[src/rtl/ps2_rx_fifo.sv]
// PS/2 receiver: synchronises and filters the device clock, deframes
// start/8 data/odd parity/stop frames and queues valid bytes in a FWFT FIFO.
module ps2_rx_fifo #(
  parameter int unsigned FIFO_DEPTH     = 16,
  parameter int unsigned SYNC_STAGES    = 2,
  parameter int unsigned FILTER_LEN     = 4,
  parameter int unsigned TIMEOUT_CYCLES = 5000
) (
  input  logic                          clk,
  input  logic                          rst,
  input  logic                          ps2_clk,
  input  logic                          ps2_data,
  input  logic                          read_enable,
  input  logic                          clear_err,
  output logic [7:0]                    data,
  output logic                          ready,
  output logic [$clog2(FIFO_DEPTH):0]   level,
  output logic                          parity_err,
  output logic                          frame_err,
  output logic                          overflow
);

  localparam int unsigned AW = $clog2(FIFO_DEPTH);
  localparam int unsigned FW = $clog2(FILTER_LEN + 1);
  localparam int unsigned TW = $clog2(TIMEOUT_CYCLES + 1);

  typedef enum logic [1:0] {IDLE, DATA, PARITY, STOP} state_t;

  logic [SYNC_STAGES-1:0] clk_sync_q, clk_sync_d;
  logic [SYNC_STAGES-1:0] dat_sync_q, dat_sync_d;
  logic                   filt_q, filt_d;
  logic [FW-1:0]          filt_cnt_q, filt_cnt_d;
  state_t                 state_q, state_d;
  logic [2:0]             bit_cnt_q, bit_cnt_d;
  logic [7:0]             shift_q, shift_d;
  logic                   par_q, par_d;
  logic [TW-1:0]          to_cnt_q, to_cnt_d;
  logic [AW:0]            wr_ptr_q, wr_ptr_d;
  logic [AW:0]            rd_ptr_q, rd_ptr_d;
  logic                   perr_q, perr_d;
  logic                   ferr_q, ferr_d;
  logic                   ovf_q, ovf_d;
  logic [7:0]             mem_q [FIFO_DEPTH];

  logic clk_s, data_s, fall;
  logic push, set_perr, set_ferr;
  logic [AW:0] level_w;
  logic full, pop, wr_en;

  assign clk_s  = clk_sync_q[SYNC_STAGES-1];
  assign data_s = dat_sync_q[SYNC_STAGES-1];

  // Filtered level flips only after FILTER_LEN consecutive differing samples
  always_comb begin
    clk_sync_d = {clk_sync_q[SYNC_STAGES-2:0], ps2_clk};
    dat_sync_d = {dat_sync_q[SYNC_STAGES-2:0], ps2_data};
    filt_d     = filt_q;
    filt_cnt_d = '0;
    if (clk_s != filt_q) begin
      if (filt_cnt_q == FW'(FILTER_LEN - 1)) begin
        filt_d = clk_s;
      end else begin
        filt_cnt_d = filt_cnt_q + 1'b1;
      end
    end
    fall = filt_q & ~filt_d;
  end

  always_comb begin
    state_d   = state_q;
    bit_cnt_d = bit_cnt_q;
    shift_d   = shift_q;
    par_d     = par_q;
    to_cnt_d  = '0;
    push      = 1'b0;
    set_perr  = 1'b0;
    set_ferr  = 1'b0;
    if (state_q == IDLE) begin
      if (fall) begin
        if (!data_s) begin
          state_d   = DATA;
          bit_cnt_d = '0;
          shift_d   = '0;
        end else begin
          set_ferr = 1'b1;
        end
      end
    end else if (fall) begin
      case (state_q)
        DATA: begin
          shift_d   = {data_s, shift_q[7:1]};
          bit_cnt_d = bit_cnt_q + 3'd1;
          if (bit_cnt_q == 3'd7) state_d = PARITY;
        end
        PARITY: begin
          par_d   = data_s;
          state_d = STOP;
        end
        default: begin
          state_d  = IDLE;
          push     = data_s & (^{shift_q, par_q});
          set_ferr = ~data_s;
          set_perr = ~(^{shift_q, par_q});
        end
      endcase
    end else if (to_cnt_q == TW'(TIMEOUT_CYCLES - 1)) begin
      state_d   = IDLE;
      bit_cnt_d = '0;
      shift_d   = '0;
      set_ferr  = 1'b1;
    end else begin
      to_cnt_d = to_cnt_q + 1'b1;
    end
  end

  // A full FIFO still accepts a push when a pop happens in the same cycle
  always_comb begin
    level_w  = wr_ptr_q - rd_ptr_q;
    full     = (level_w == (AW+1)'(FIFO_DEPTH));
    pop      = read_enable & (level_w != '0);
    wr_en    = push & (~full | pop);
    wr_ptr_d = wr_en ? wr_ptr_q + 1'b1 : wr_ptr_q;
    rd_ptr_d = pop ? rd_ptr_q + 1'b1 : rd_ptr_q;
    perr_d   = (perr_q & ~clear_err) | set_perr;
    ferr_d   = (ferr_q & ~clear_err) | set_ferr;
    ovf_d    = (ovf_q & ~clear_err) | (push & full & ~pop);
  end

  always_ff @(posedge clk or posedge rst) begin
    if (rst) begin
      clk_sync_q <= '1;
      dat_sync_q <= '1;
      filt_q     <= 1'b1;
      filt_cnt_q <= '0;
      state_q    <= IDLE;
      bit_cnt_q  <= '0;
      shift_q    <= '0;
      par_q      <= 1'b0;
      to_cnt_q   <= '0;
      wr_ptr_q   <= '0;
      rd_ptr_q   <= '0;
      perr_q     <= 1'b0;
      ferr_q     <= 1'b0;
      ovf_q      <= 1'b0;
    end else begin
      clk_sync_q <= clk_sync_d;
      dat_sync_q <= dat_sync_d;
      filt_q     <= filt_d;
      filt_cnt_q <= filt_cnt_d;
      state_q    <= state_d;
      bit_cnt_q  <= bit_cnt_d;
      shift_q    <= shift_d;
      par_q      <= par_d;
      to_cnt_q   <= to_cnt_d;
      wr_ptr_q   <= wr_ptr_d;
      rd_ptr_q   <= rd_ptr_d;
      perr_q     <= perr_d;
      ferr_q     <= ferr_d;
      ovf_q      <= ovf_d;
    end
  end

  always_ff @(posedge clk) begin
    if (wr_en) mem_q[wr_ptr_q[AW-1:0]] <= shift_q;
  end

  assign data       = mem_q[rd_ptr_q[AW-1:0]];
  assign ready      = (level_w != '0);
  assign level      = level_w;
  assign parity_err = perr_q;
  assign frame_err  = ferr_q;
  assign overflow   = ovf_q;

endmodule

[config.mk]
export PLATFORM = sky130hd
export DESIGN_NAME = ps2_rx_fifo
export DESIGN_NICKNAME = d
export VERILOG_FILES = /design/src/rtl/ps2_rx_fifo.sv
export SDC_FILE = /design/constraint.sdc
export NUM_CORES = 1
export LEC_CHECK = 0
export BUFFER_PORTS_ARGS = -buffer_cell sky130_fd_sc_hd__buf_4
export CORE_ASPECT_RATIO = 1.25
export CORE_MARGIN = 1
export CORE_UTILIZATION = 40
export CTS_BUF_LIST = sky130_fd_sc_hd__clkbuf_2
export CTS_CLUSTER_DIAMETER = 60
export CTS_CLUSTER_SIZE = 20
export DETAILED_ROUTE_END_ITERATION = 8
export GPL_TIMING_DRIVEN = 0
export PLACE_DENSITY = 0.58
export RECOVER_POWER = 100
export SLEW_MARGIN = 20
export SYNTH_ARGS = -nofsm -noshare
export SYNTH_HDL_FRONTEND = slang
export SYNTH_SLANG_ARGS = --single-unit
export TNS_END_PERCENT = 100
[constraint.sdc]
create_clock -name clk -period 10.4 [get_ports clk]
set_input_delay 1.04 -clock clk [delete_from_list [all_inputs] [get_ports clk]]
set_output_delay 1.04 -clock clk [all_outputs]
set_load 0.05 [all_outputs]
# Word-level counts from Yosys, hierarchy flattened
# Memory sizes are Yosys's and may differ from the RTL's.
# Index checks and enable logic that the tools add are counted.
# word_totals
out_inout_bits,17
memories,1
reg_bits,48
elab_cells,100
mem_bits_rw,128
input_bits,6
# mem_list
memory,words,word_bits,rd,rd_clocked_by_memory_dff,wr,line,source
mem_q,16,8,1,0,1,43,logic [7:0] mem_q [FIFO_DEPTH];
# classes
mux,40
add_sub_neg,6
bitwise_logic,20
eq_ne,11
n_reduce_logical,8
# ops
cell,count
$mux W8,6
$mux W13,3
$mux W3,8
$mux W1,16
$add A13 B1 Y13 const B,1
$eq A13 B13 Y1 const B,1
$mux W2,6
$add A5 B1 Y5 const B,2
$and A1 B1 Y1,9
$reduce_xor A9 Y1,1
$reduce_and A4 Y1,2
$not A1 Y1,7
$add A3 B1 Y3 const B,2
$eq A5 B5 Y1 const B,1
$reduce_bool A5 Y1,1
$sub A5 B5 Y5,1
$ne A2 B2 Y1 const B,2
$ne A4 B4 Y1 const B,1
$or A1 B1 Y1,4
$pmux W2 S2,1
$eq A3 B2 Y1 const B,1
$eq A3 B3 Y1 const B,1
$ne A3 B1 Y1 const B,1
$reduce_and A3 Y1,1
6 further kinds,6

# Depth between registers and ports, before layout
# Gate-level depths: netlist of the first run.
# depth
depth_word,10
ltp_mapped,12
ltp_nobuf,9

# Worst setup path before layout of the first run
# OpenSTA, ideal clock, no wires.
# synth_path
kind,reg2out
from,register rd_ptr_q[2]
to,output ready
path_stages_with_launch,11
slack_ps,5727
path_buffers,3
t_required_ps,9360
t_arrival_ps,3633
path_cell_list,dfrtp_1 -> buf_2 -> buf_1 -> buf_1 -> clkinv_1 -> ha_1 -> xnor2_1 -> or3_1 -> nor2_1 -> mux2_2 -> nand2b_1
# synth_via
elab_chain_len,2
# synth_lines
element,line,source
from (decl),39,"logic [AW:0] rd_ptr_q, rd_ptr_d;"
from (signal assigned),156,rd_ptr_q <= rd_ptr_d;
$sub A5 B5 Y5,118,level_w = wr_ptr_q - rd_ptr_q;
named net level[2],17,"output logic [$clog2(FIFO_DEPTH):0] level,"
$reduce_bool A5 Y1,168,assign ready = (level_w != '0);
to (decl),16,"output logic ready,"
# The timed path passes the listed nets, and every way through them passes these cells.

# Worst setup path after layout of the first run
# layout_path
from,register rd_ptr_q[2]
to,output ready
# layout_via
elab_chain_len,2
# layout_lines
element,line
$sub A5 B5 Y5,118
$reduce_bool A5 Y1,168
# Every way passes these cells.

==> results of run 1 <==
[power groups by stage]
stage               Combinational (mW)  Sequential, mW  Clock [mW]
finish                           0.555           0.774       0.304
global placement                 0.598           0.789           0
detailed placement               0.605           0.790           0
floorplan                        0.437           0.788           0
CTS                              0.606           0.775       0.314
global route                     0.598           0.776       0.337
[state kept, by name (all words and copies together) (netlist names)]
name,count
filt_q,1
frame_err,1
clk_sync_q,2
overflow,1
filt_cnt_q,3
rd_ptr_q,5
mem_q,128
parity_err,1
shift_q,8
state_q,2
wr_ptr_q,5
bit_cnt_q,3
to_cnt_q,13
par_q,1
dat_sync_q,2
[critical path, delay by kind of cell, from the launching register on]
family | cells | cell delay (ns)
xor+xnor | 1 | 0.22
fa+ha+maj | 1 | 0.44
buf+inv | 5 | 2.49
flops | 1 | 0.37
mux | 1 | 0.41
simple gates | 3 | 0.44
[kinds of logic after synthesis]
kind of cell	Yosys count	share of synthesized area, %
simple gates	118	8.49
fa+ha+maj	17	2.95
xor+xnor	29	3.79
buf+inv	34	2.05
mux	38	10.6
flops	176	67.7
compound gates	44	4.43
[final timing paths]
check,start,to,cells past startpoint
setup / recovery,rd_ptr_q[2]$_DFFE_PP0P_,ready,11
hold reg to reg,clk_sync_q[0]$_DFF_PP1_,clk_sync_q[1]$_DFF_PP1_,0
min in group asynchronous,rst,bit_cnt_q[1]$_DFFE_PP0P_,2
setup reg to reg,rd_ptr_q[2]$_DFFE_PP0P_,mem_q[15][6]$_DFFE_PP_,10
max in group asynchronous,rst,filt_cnt_q[1]$_DFF_PP0_,3
hold / removal,clk_sync_q[0]$_DFF_PP1_,clk_sync_q[1]$_DFF_PP1_,0
[cell type report]
type / instances / share of cell area (%)
Multi-Input combinational cell: 246 / 27.8
Tap cell: 228 / 3.57
Inverter: 19 / 0.893
Timing Repair Buffer: 23 / 1.32
Buffer: 15 / 0.799
Clock inverter: 8 / 0.846
Antenna cell: 1 / 0.0313
Clock buffer: 24 / 1.50
Sequential cell: 176 / 63.2
[through the flow]
step	std cells	util, %	cell area, µm²	setup slack, ns	hold slack (ns)
floorplan	456	-	7460	5.73	0.345
global placement	706	43.5	7910	5.58	0.346
detailed placement	707	43.6	7930	5.53	0.349
CTS	739	44.7	8120	4.68	0.273
global route	740	44.0	7990	3.90	0.322
finish	740	44.0	7990	4.30	0.367
[layer usage]
layer	global-route usage (%)	routed length, µm	share of wire, %
met2	28.9	7730	53
met5	0	0	0
met1	19.7	6040	42
met3	3.43	556	3.8
met4	5.78	221	1.5
[layout by cell type, fill, tap and decap left out, types with 2 or more instances in the layout]
cell and count:
a211oi_1 3, a21oi_1 5, a22o_1 11, a31oi_1 8, and2_0 3, and2_1 2
and3_1 28, buf_2 3, buf_4 3, clkbuf_1 28, clkbuf_2 24, clkbuf_4 3
clkinv_1 4, clkinv_2 3, clkinvlp_4 2, dfrtp_1 43, dfstp_2 4, edfxtp_1 128
ha_1 16, inv_1 17, mux2_2 5, mux4_2 32, nand2_1 35, nand2b_1 5
nand3_1 9, nor2_1 18, nor2b_1 6, nor3_1 2, nor3b_1 2, o21ai_0 6
o311ai_0 3, or3_1 3, xnor2_1 16, xor2_1 11
==> qor.yml, run 1 <==
floorplan:
  dieWidth_um: 124
  coreArea_mm2: 0.0182
  die_area_mm2: 0.0192
  core.rowCount: 55
  io-pin-count: 23
  die_h_um: 155
  start_util_pct: 41.1
logic_synthesis:
  avgSynthCellArea_um2: 16.4
  seq_area_frac_synth_pct: 67.7
  syn-cell-area_mm2: 0.00746
  synth_common_cells: "edfxtp_1, dfrtp_1, nand2_1"
  synth_area_leaders: "edfxtp_1, dfrtp_1, mux4_2"
  netlist.area_leader.share_pct: 51.5
  syn_inst: 456
  yosysMostFrequentCell: "edfxtp_1"
  yosysWarnings: 0
  ys_seq_elements: 176
  syn_nets: 479
  async_flop_share_pct: 27.3
  synth_cell_types: 52
  synth_edf_count: 128
  synth-main-ff-cell: "edfxtp_1"
  synth_top_area_cell: "edfxtp_1"
pwr:
  peakVddDrop_uv: 117
  intPower_mw: 1.02
  cellLeakagePower_nw: 2.87
  p_switching_mw: 0.612
  power_density_mw_per_mm2: 204
  p_seq_share_pct: 47.4
  p_sw_share_pct: 37.5
  power_mw: 1.63
  combPwrFrac_pct: 34.0
  p_clk_share_pct: 18.6
placed_design:
  dp_hpwl_um: 9780
  gp_congestion: 0.784
  io_buffers: 22
critical_path:
  path_cells: "clkbuf_1 -> clkbuf_1 -> clkbuf_1 -> clkinv_1 -> ha_1 -> xnor2_1 -> or3_1 -> nor2_1 -> mux2_1 -> nand2b_1 -> clkbuf_1"
  cp-end-kind: "output port"
  max_stage_delay_ns: 0.54
  path_common_cell: "clkbuf_1"
  crit_path_top_delay_cell: "clkbuf_1"
  required_ns: 9.36
  worst-r2r-setup-slack_ns: 4.95
  critical_path_class: "flop to output port"
  worstSetupStartpointType: "flop"
  crit_fanout: 10
  critPathArrivalTime_ns: 5.06
layout:
  multi_input_area_mm2: 0.00222
  syn_to_final_growth_pct: 7.13
  layout.nets: 521
  drive_above_1_share_pct: 16.4
  nFillCells: 1672
  regArea_mm2: 0.00505
detailed_routing:
  wl_um: 14500
  vias: 3932
  drcViolationCount: 0
  ant_nets: 0
  viasPerCell: 5.31
  drt_iter0_markers: 187
  first_pass_iters: 4
  routedWlPerCell_um: 19.7
sta:
  drv_slew: 10
  clock_skew_ns: 0.0321
  setup-tns-final_ns: 0
  min_period_ns: 6.10
  worst_pin_slew_ns: 1.66
  rsz0062_at_grt: "false"
  fmax_ghz: 0.164
  final_hold_viol_count: 0
  setup_viol_count_final: 0
  slew_headroom_pct: -11.4
  fin_crit_sh_pct: 58.7
clock_network:
  cts.clk_slew.worst_paths_ns: 0.20
  cts_resized: 0
  cts_root_buffer: "clkbuf_2"
  insertion_delay_ns: 0.72
  clk_path_buf_depth: 2
  h-tree-depth: 4
  hold_buffers: 0
  cts_setup_buffers: 0
  cts_tree: "built"
  cts_buffers: 17
  cts.sinks: 176
global_route:
  grt_use_total_pct: 16.4
  grt_pass1_vias: 4090
  antenna_found_initial: 1
  grt_max_degree: 26
  overflow: 0
  grt_pass1_wl_um: 22400
outcome:
  status: "complete, but fails checks"
  violations: "capacitance limit, slew limit"
hold_path:
  hp-class: "flop to flop"
job:
  cap_violations: 1
Power figures use the tool's default switching activity.
==> run 2: changes to the inputs <==
==> constraint.sdc (replaced) <==
create_clock -name clk -period 6.25 [get_ports clk]
set_input_delay 0.625 -clock clk [delete_from_list [all_inputs] [get_ports clk]]
set_output_delay 0.625 -clock clk [all_outputs]
set_load 0.05 [all_outputs]
==> qor.yml, run 2 (same netlist as run 1, synthesis figures left out) <==
outcome:
  status: "complete, but fails checks"
  violations: "capacitance limit, slew limit"
job:
  cap_violations: 1  # unchanged
global_route:
  overflow: 0  # unchanged
  grt_use_total_pct: 16.5  # +0.032 points
  grt_pass1_vias: 4102  # +0.29%
  grt_pass1_wl_um: 22400  # +0.18%
  antenna_found_initial: 1  # unchanged
  grt_max_degree: 26  # unchanged
clock_network:
  h-tree-depth: 4  # unchanged
  cts.sinks: 176  # unchanged
  cts_resized: 0  # unchanged
  cts_tree: "built"
  cts_root_buffer: "clkbuf_2"
  cts_buffers: 17  # unchanged
  clk_path_buf_depth: 2  # unchanged
  insertion_delay_ns: 0.71  # about the same
  cts.clk_slew.worst_paths_ns: 0.20  # about the same
layout:
  multi_input_area_mm2: 0.00223  # +0.23%
  drive_above_1_share_pct: 17.1  # +0.68 points
  nFillCells: 1662  # -0.60%
  syn_to_final_growth_pct: 7.75
  layout_commonest_cell: "edfxtp_1"
  layout.cells.non_filler: 743  # +0.41%
  regArea_mm2: 0.00505  # unchanged
  largest_reg_flops: 128  # unchanged
  layout.nets: 524  # +0.58%
  mostFrequentLayoutCells: "edfxtp_1, dfrtp_1, nand2_1"
critical_path:
  r2r-start: "rd_ptr_q[2]$_DFFE_PP0P_"
  r2r-end: "mem_q[15][7]$_DFFE_PP_"
  crit_fanout: 10  # unchanged
  critPathArrivalTime_ns: 5.76  # +0.70 ns
  required_ns: 6.57  # -2.79 ns
  reg2reg_depth: 10  # unchanged
  cp-end-kind: "flop"
  worst-r2r-setup-slack_ns: 0.82  # -4.13 ns
  critical_path_class: "flop to flop"
  worstSetupStartpointType: "flop"
placed_design:
  place_inst: 707  # unchanged
  gp_congestion: 0.784  # unchanged
  io_buffers: 22  # unchanged
  dp_hpwl_um: 9780  # unchanged
detailed_routing:
  viasPerCell: 5.34  # +0.46%
  vias: 3966  # +0.86%
  wl_um: 14600  # +0.22%
  drcViolationCount: 0  # unchanged
  drt_iter0_markers: 204  # +9.1%
  routedWlPerCell_um: 19.6  # -0.18%
  first_pass_iters: 4  # unchanged
  ant_nets: 0  # unchanged
sta:
  final_hold_viol_count: 0  # unchanged
  fin_crit_sh_pct: 87.0
  drv_slew: 10  # unchanged
  setup-tns-final_ns: 0  # unchanged
  min_period_ns: 5.43
  worst_pin_slew_ns: 1.64  # -0.0179 ns
  fmax_ghz: 0.184
  slew_headroom_pct: -10.2  # +1.2 points
  clock_skew_ns: 0.0300  # -0.00207 ns
  rsz0062_at_grt: "false"
  setup_viol_count_final: 0  # unchanged
hold_path:
  hold_depth: 2  # +2
  hold_end: "overflow$_DFF_PP0_"
  hold_start: "clear_err"
  hp-class: "input port to flop"
pwr:
  combPwrFrac_pct: 34.4  # +0.4 points
  p_seq_share_pct: 47.2  # -0.2 points
  p_sw_share_pct: 37.3  # -0.17 points
  cellLeakagePower_nw: 2.90  # +0.88%
  power_mw: 2.73  # +67%
  p_switching_mw: 1.02  # +66%
  power_density_mw_per_mm2: 340  # +66%
  p_clk_share_pct: 18.4  # -0.2 points
  intPower_mw: 1.71  # +68%
  peakVddDrop_uv: 204  # +74%
floorplan:
  die_h_um: 155  # unchanged
  core.rowCount: 55  # unchanged
  dieWidth_um: 124  # unchanged
  coreArea_mm2: 0.0182  # unchanged
  io-pin-count: 23  # unchanged
  start_util_pct: 41.1  # unchanged
  die_area_mm2: 0.0192  # unchanged
[run 2: changes by cell type in the layout (fill, tap and decap cells not counted)]
cell / change
buf_4: +3
clkbuf_1: -3
dlygate4sd3_1: +3
nor3b_1: -1
nor3b_2: +1
[run 2: power by group through the flow]
| stage | combinational [mW] | sequential [mW] | clock, mW |
|---|---|---|---|
| floorplan | 0.727 | 1.31 | 0 |
| global placement | 0.996 | 1.31 | 0 |
| detailed placement | 1.01 | 1.31 | 0 |
| CTS | 1.01 | 1.29 | 0.522 |
| global route | 1.01 | 1.29 | 0.561 |
| finish | 0.938 | 1.29 | 0.503 |
[run 2: worst max-delay path, stage by stage (launching register included)]
cell	delay (ns)
dfrtp_1	0.37
clkbuf_1	0.48
clkbuf_1	0.52
clkbuf_1	0.54
clkinv_1	0.46
ha_1	0.44
xnor2_1	0.23
or3_1	0.25
nor2_1	0.07
mux2_1	0.41
a211oi_1	1.29
[run 2: worst max path at each step]
stage | startpoint | end | slack, ns | cells past startpoint
4_1_cts | rd_ptr_q[2]$_DFFE_PP0P_ | ready | 0.94 | 11
2_1_floorplan | rd_ptr_q[2]$_DFFE_PP0P_ | ready | 1.99 | 10
5_1_grt | rd_ptr_q[2]$_DFFE_PP0P_ | ready | 0.44 | 11
3_5_place_dp | rd_ptr_q[2]$_DFFE_PP0P_ | mem_q[4][7]$_DFFE_PP_ | 1.44 | 12
3_3_place_gp | rd_ptr_q[2]$_DFFE_PP0P_ | mem_q[4][7]$_DFFE_PP_ | 1.51 | 12
6_report | rd_ptr_q[2]$_DFFE_PP0P_ | mem_q[15][7]$_DFFE_PP_ | 0.82 | 10
[run 2: area by class of cell]
| class | instances | share of cell area, % |
|---|---|---|
| Clock buffer | 24 | 1.49 |
| Tap cell | 228 | 3.55 |
| Inverter | 19 | 0.887 |
| Clock inverter | 8 | 0.841 |
| Multi-Input combinational cell | 246 | 27.7 |
| Timing Repair Buffer | 26 | 1.82 |
| Sequential cell | 176 | 62.9 |
| Buffer | 15 | 0.794 |
| Antenna cell | 1 | 0.0311 |
[run 2: per-stage QoR]
step | instance area [µm²] | util (%) | hold WS [ns] | setup WS [ns]
floorplan | 7460 | - | 0.345 | 1.99
global placement | 7910 | 43.5 | 0.346 | 1.51
detailed placement | 7930 | 43.6 | 0.349 | 1.44
CTS | 8150 | 44.8 | 0.0272 | 0.942
global route | 8040 | 44.2 | 0.0214 | 0.437
finish | 8040 | 44.2 | 0.123 | 0.815
[run 2: what timing repair did]
action,CTS,global route
hold endpoints to repair,25,0
buffers inserted,0,0
hold buffers,3,0
[run 2: layer usage]
metal	track usage (%)	wire [µm]
met5	0	0
met2	29.0	7820
met1	19.7	6070
met4	5.78	197
met3	3.43	497
==> run 3: changes to the inputs <==
--- a/config.mk
+++ b/config.mk
@@ -9,7 +9,7 @@
 export CORE_ASPECT_RATIO = 1.25
 export CORE_MARGIN = 1
 export CORE_UTILIZATION = 40
-export CTS_BUF_LIST = sky130_fd_sc_hd__clkbuf_2
+export CTS_BUF_LIST = sky130_fd_sc_hd__clkbuf_16
 export CTS_CLUSTER_DIAMETER = 60
 export CTS_CLUSTER_SIZE = 20
 export DETAILED_ROUTE_END_ITERATION = 8
==> constraint.sdc (replaced) <==
create_clock -name clk -period 6.7 [get_ports clk]
set_input_delay 0.67 -clock clk [delete_from_list [all_inputs] [get_ports clk]]
set_output_delay 0.67 -clock clk [all_outputs]
set_load 0.05 [all_outputs]
==> qor.yml, run 3 (same netlist as run 1, synthesis figures left out) <==
clock_network:
  cts_root_buffer: "clkbuf_16"
  cts_buffers: 17  # unchanged
  clk_path_buf_depth: 2  # unchanged
  cts_setup_buffers: 0  # unchanged
  cts.clk_slew.worst_paths_ns: 0.06  # -0.14 ns
  h-tree-depth: 4  # unchanged
  cts.sinks: 176  # unchanged
  cts_tree: "built"
  cts_resized: 0  # unchanged
  hold_buffers: 0  # -3
  insertion_delay_ns: 0.42  # -0.29 ns
detailed_routing:
  drcViolationCount: 0  # unchanged
  viasPerCell: 5.34  # about the same
  routedWlPerCell_um: 19.8  # +0.93%
  wl_um: 14600  # +0.39%
  drt_iter0_markers: 213  # +4.4%
  vias: 3947  # -0.48%
  ant_nets: 0  # unchanged
  first_pass_iters: 4  # unchanged
critical_path:
  max_stage_delay_ns: 0.53  # -0.76 ns
  crit_path_top_delay_cell: "clkbuf_1"
  reg2reg_depth: 10  # unchanged
  critical_path_class: "flop to output port"
  crit_fanout: 10  # unchanged
  worstSetupStartpointType: "flop"
  critPathArrivalTime_ns: 4.73  # -1.03 ns
  path_common_cell: "clkbuf_1"
  cp-end-kind: "output port"
  path_cells: "clkbuf_1 -> clkbuf_1 -> clkbuf_1 -> clkinv_1 -> ha_1 -> xnor2_1 -> or3_1 -> nor2_1 -> mux2_1 -> nand2b_1 -> clkbuf_1"
  required_ns: 6.03  # -0.54 ns
floorplan:
  dieWidth_um: 124  # unchanged
  die_h_um: 155  # unchanged
  core.rowCount: 55  # unchanged
  io-pin-count: 23  # unchanged
  die_area_mm2: 0.0192  # unchanged
  coreArea_mm2: 0.0182  # unchanged
  start_util_pct: 41.1  # unchanged
global_route:
  antenna_found_initial: 0  # -1
  grt_pass1_wl_um: 22500  # +0.40%
  overflow: 0  # unchanged
  grt_use_total_pct: 16.6  # +0.088 points
  grt_max_degree: 26  # unchanged
  grt_pass1_vias: 4095  # -0.17%
outcome:
  status: "complete, but fails checks"
  violations: "capacitance limit, slew limit"
layout:
  layout.nets: 521  # -0.57%
  mostFrequentLayoutCells: "edfxtp_1, dfrtp_1, nand2_1"
  layout_commonest_cell: "edfxtp_1"
  drive_above_1_share_pct: 15.7  # -1.5 points
  largest_reg_flops: 128  # unchanged
  syn_to_final_growth_pct: 11.7
  diodes: 0  # -1
sta:
  rsz0062_at_grt: "false"
  slew_headroom_pct: -5.77  # +4.4 points
  fmax_ghz: 0.185
  setup-tns-final_ns: 0  # unchanged
  final_hold_viol_count: 0  # unchanged
  fin_crit_sh_pct: 80.5
  setup_viol_count_final: 0  # unchanged
  clock_skew_ns: 0.00868  # -0.0214 ns
  drv_slew: 10  # unchanged
  min_period_ns: 5.40
  worst_pin_slew_ns: 1.58  # -0.0659 ns
job:
  cap_violations: 1  # unchanged
pwr:
  power_density_mw_per_mm2: 354  # +4.3%
  cellLeakagePower_nw: 3.02  # +4.3%
  power_mw: 2.95  # +8.1%
  peakVddDrop_uv: 189  # -7.0%
placed_design:
  gp_congestion: 0.784  # unchanged
  io_buffers: 22  # unchanged
  dp_hpwl_um: 9780  # unchanged
hold_path:
  hp-class: "flop to flop"
  hold_depth: 0  # -2
-- run 3: stage by stage --
step	instances	hold slack, ns	utilization [%]	setup slack [ns]	area, µm²
after detailed placement	707	0.349	43.6	1.89	7930
after CTS	739	0.294	46.5	1.73	8450
after global routing	739	0.346	45.9	0.892	8330
after floorplan	456	0.345	-	2.40	7460
final	739	0.355	45.9	1.30	8330
after global placement	706	0.346	43.5	1.96	7910
-- run 3: per-layer routing --
layer	up-vias	wire length, µm	track usage (%)
met5	-	0	0
met4	0	264	6.63
met3	20	685	2.99
met1	2015	5820	19.8
li1	1818	-	-
met2	94	7860	29.1
-- run 3: layout make-up --
cell class,instances,area [µm²]
fillers,1632,9840
flip-flops and latches,176,5050
multi-input cells,246,2220
clock buffers,17,425
well taps,228,285
repair buffers,23,116
clock inverters,15,93.8
inverters,19,71.3
plain buffers,15,63.8
-- run 3: report_power, final --
group	leakage, nW	switching [mW]	internal, mW	total, mW
logic	0.954	0.601	0.272	0.873
registers	1.79	0.0174	1.19	1.20
clock network	0.276	0.379	0.496	0.875
total	3.02	0.997	1.95	2.95
-- run 3: final timing paths --
kind                                          from                  endpoint  slack (ns)
max                        rd_ptr_q[2]$_DFFE_PP0P_                     ready        1.30
min                        clk_sync_q[0]$_DFF_PP1_   clk_sync_q[1]$_DFF_PP1_        0.35
max reg2reg                rd_ptr_q[2]$_DFFE_PP0P_    mem_q[15][6]$_DFFE_PP_        1.33
min reg2reg                clk_sync_q[0]$_DFF_PP1_   clk_sync_q[1]$_DFF_PP1_        0.35
max in group asynchronous                      rst   wr_ptr_q[2]$_DFFE_PP0P_        4.44
min in group asynchronous                      rst  bit_cnt_q[1]$_DFFE_PP0P_        0.44
-- run 3: critical path: cells and delay by family (launching register included) --
family	cells	cell delay, ns
mux	1	0.41
simple gates	3	0.44
flops	1	0.32
fa+ha+maj	1	0.44
xor+xnor	1	0.23
buf+inv	5	2.46
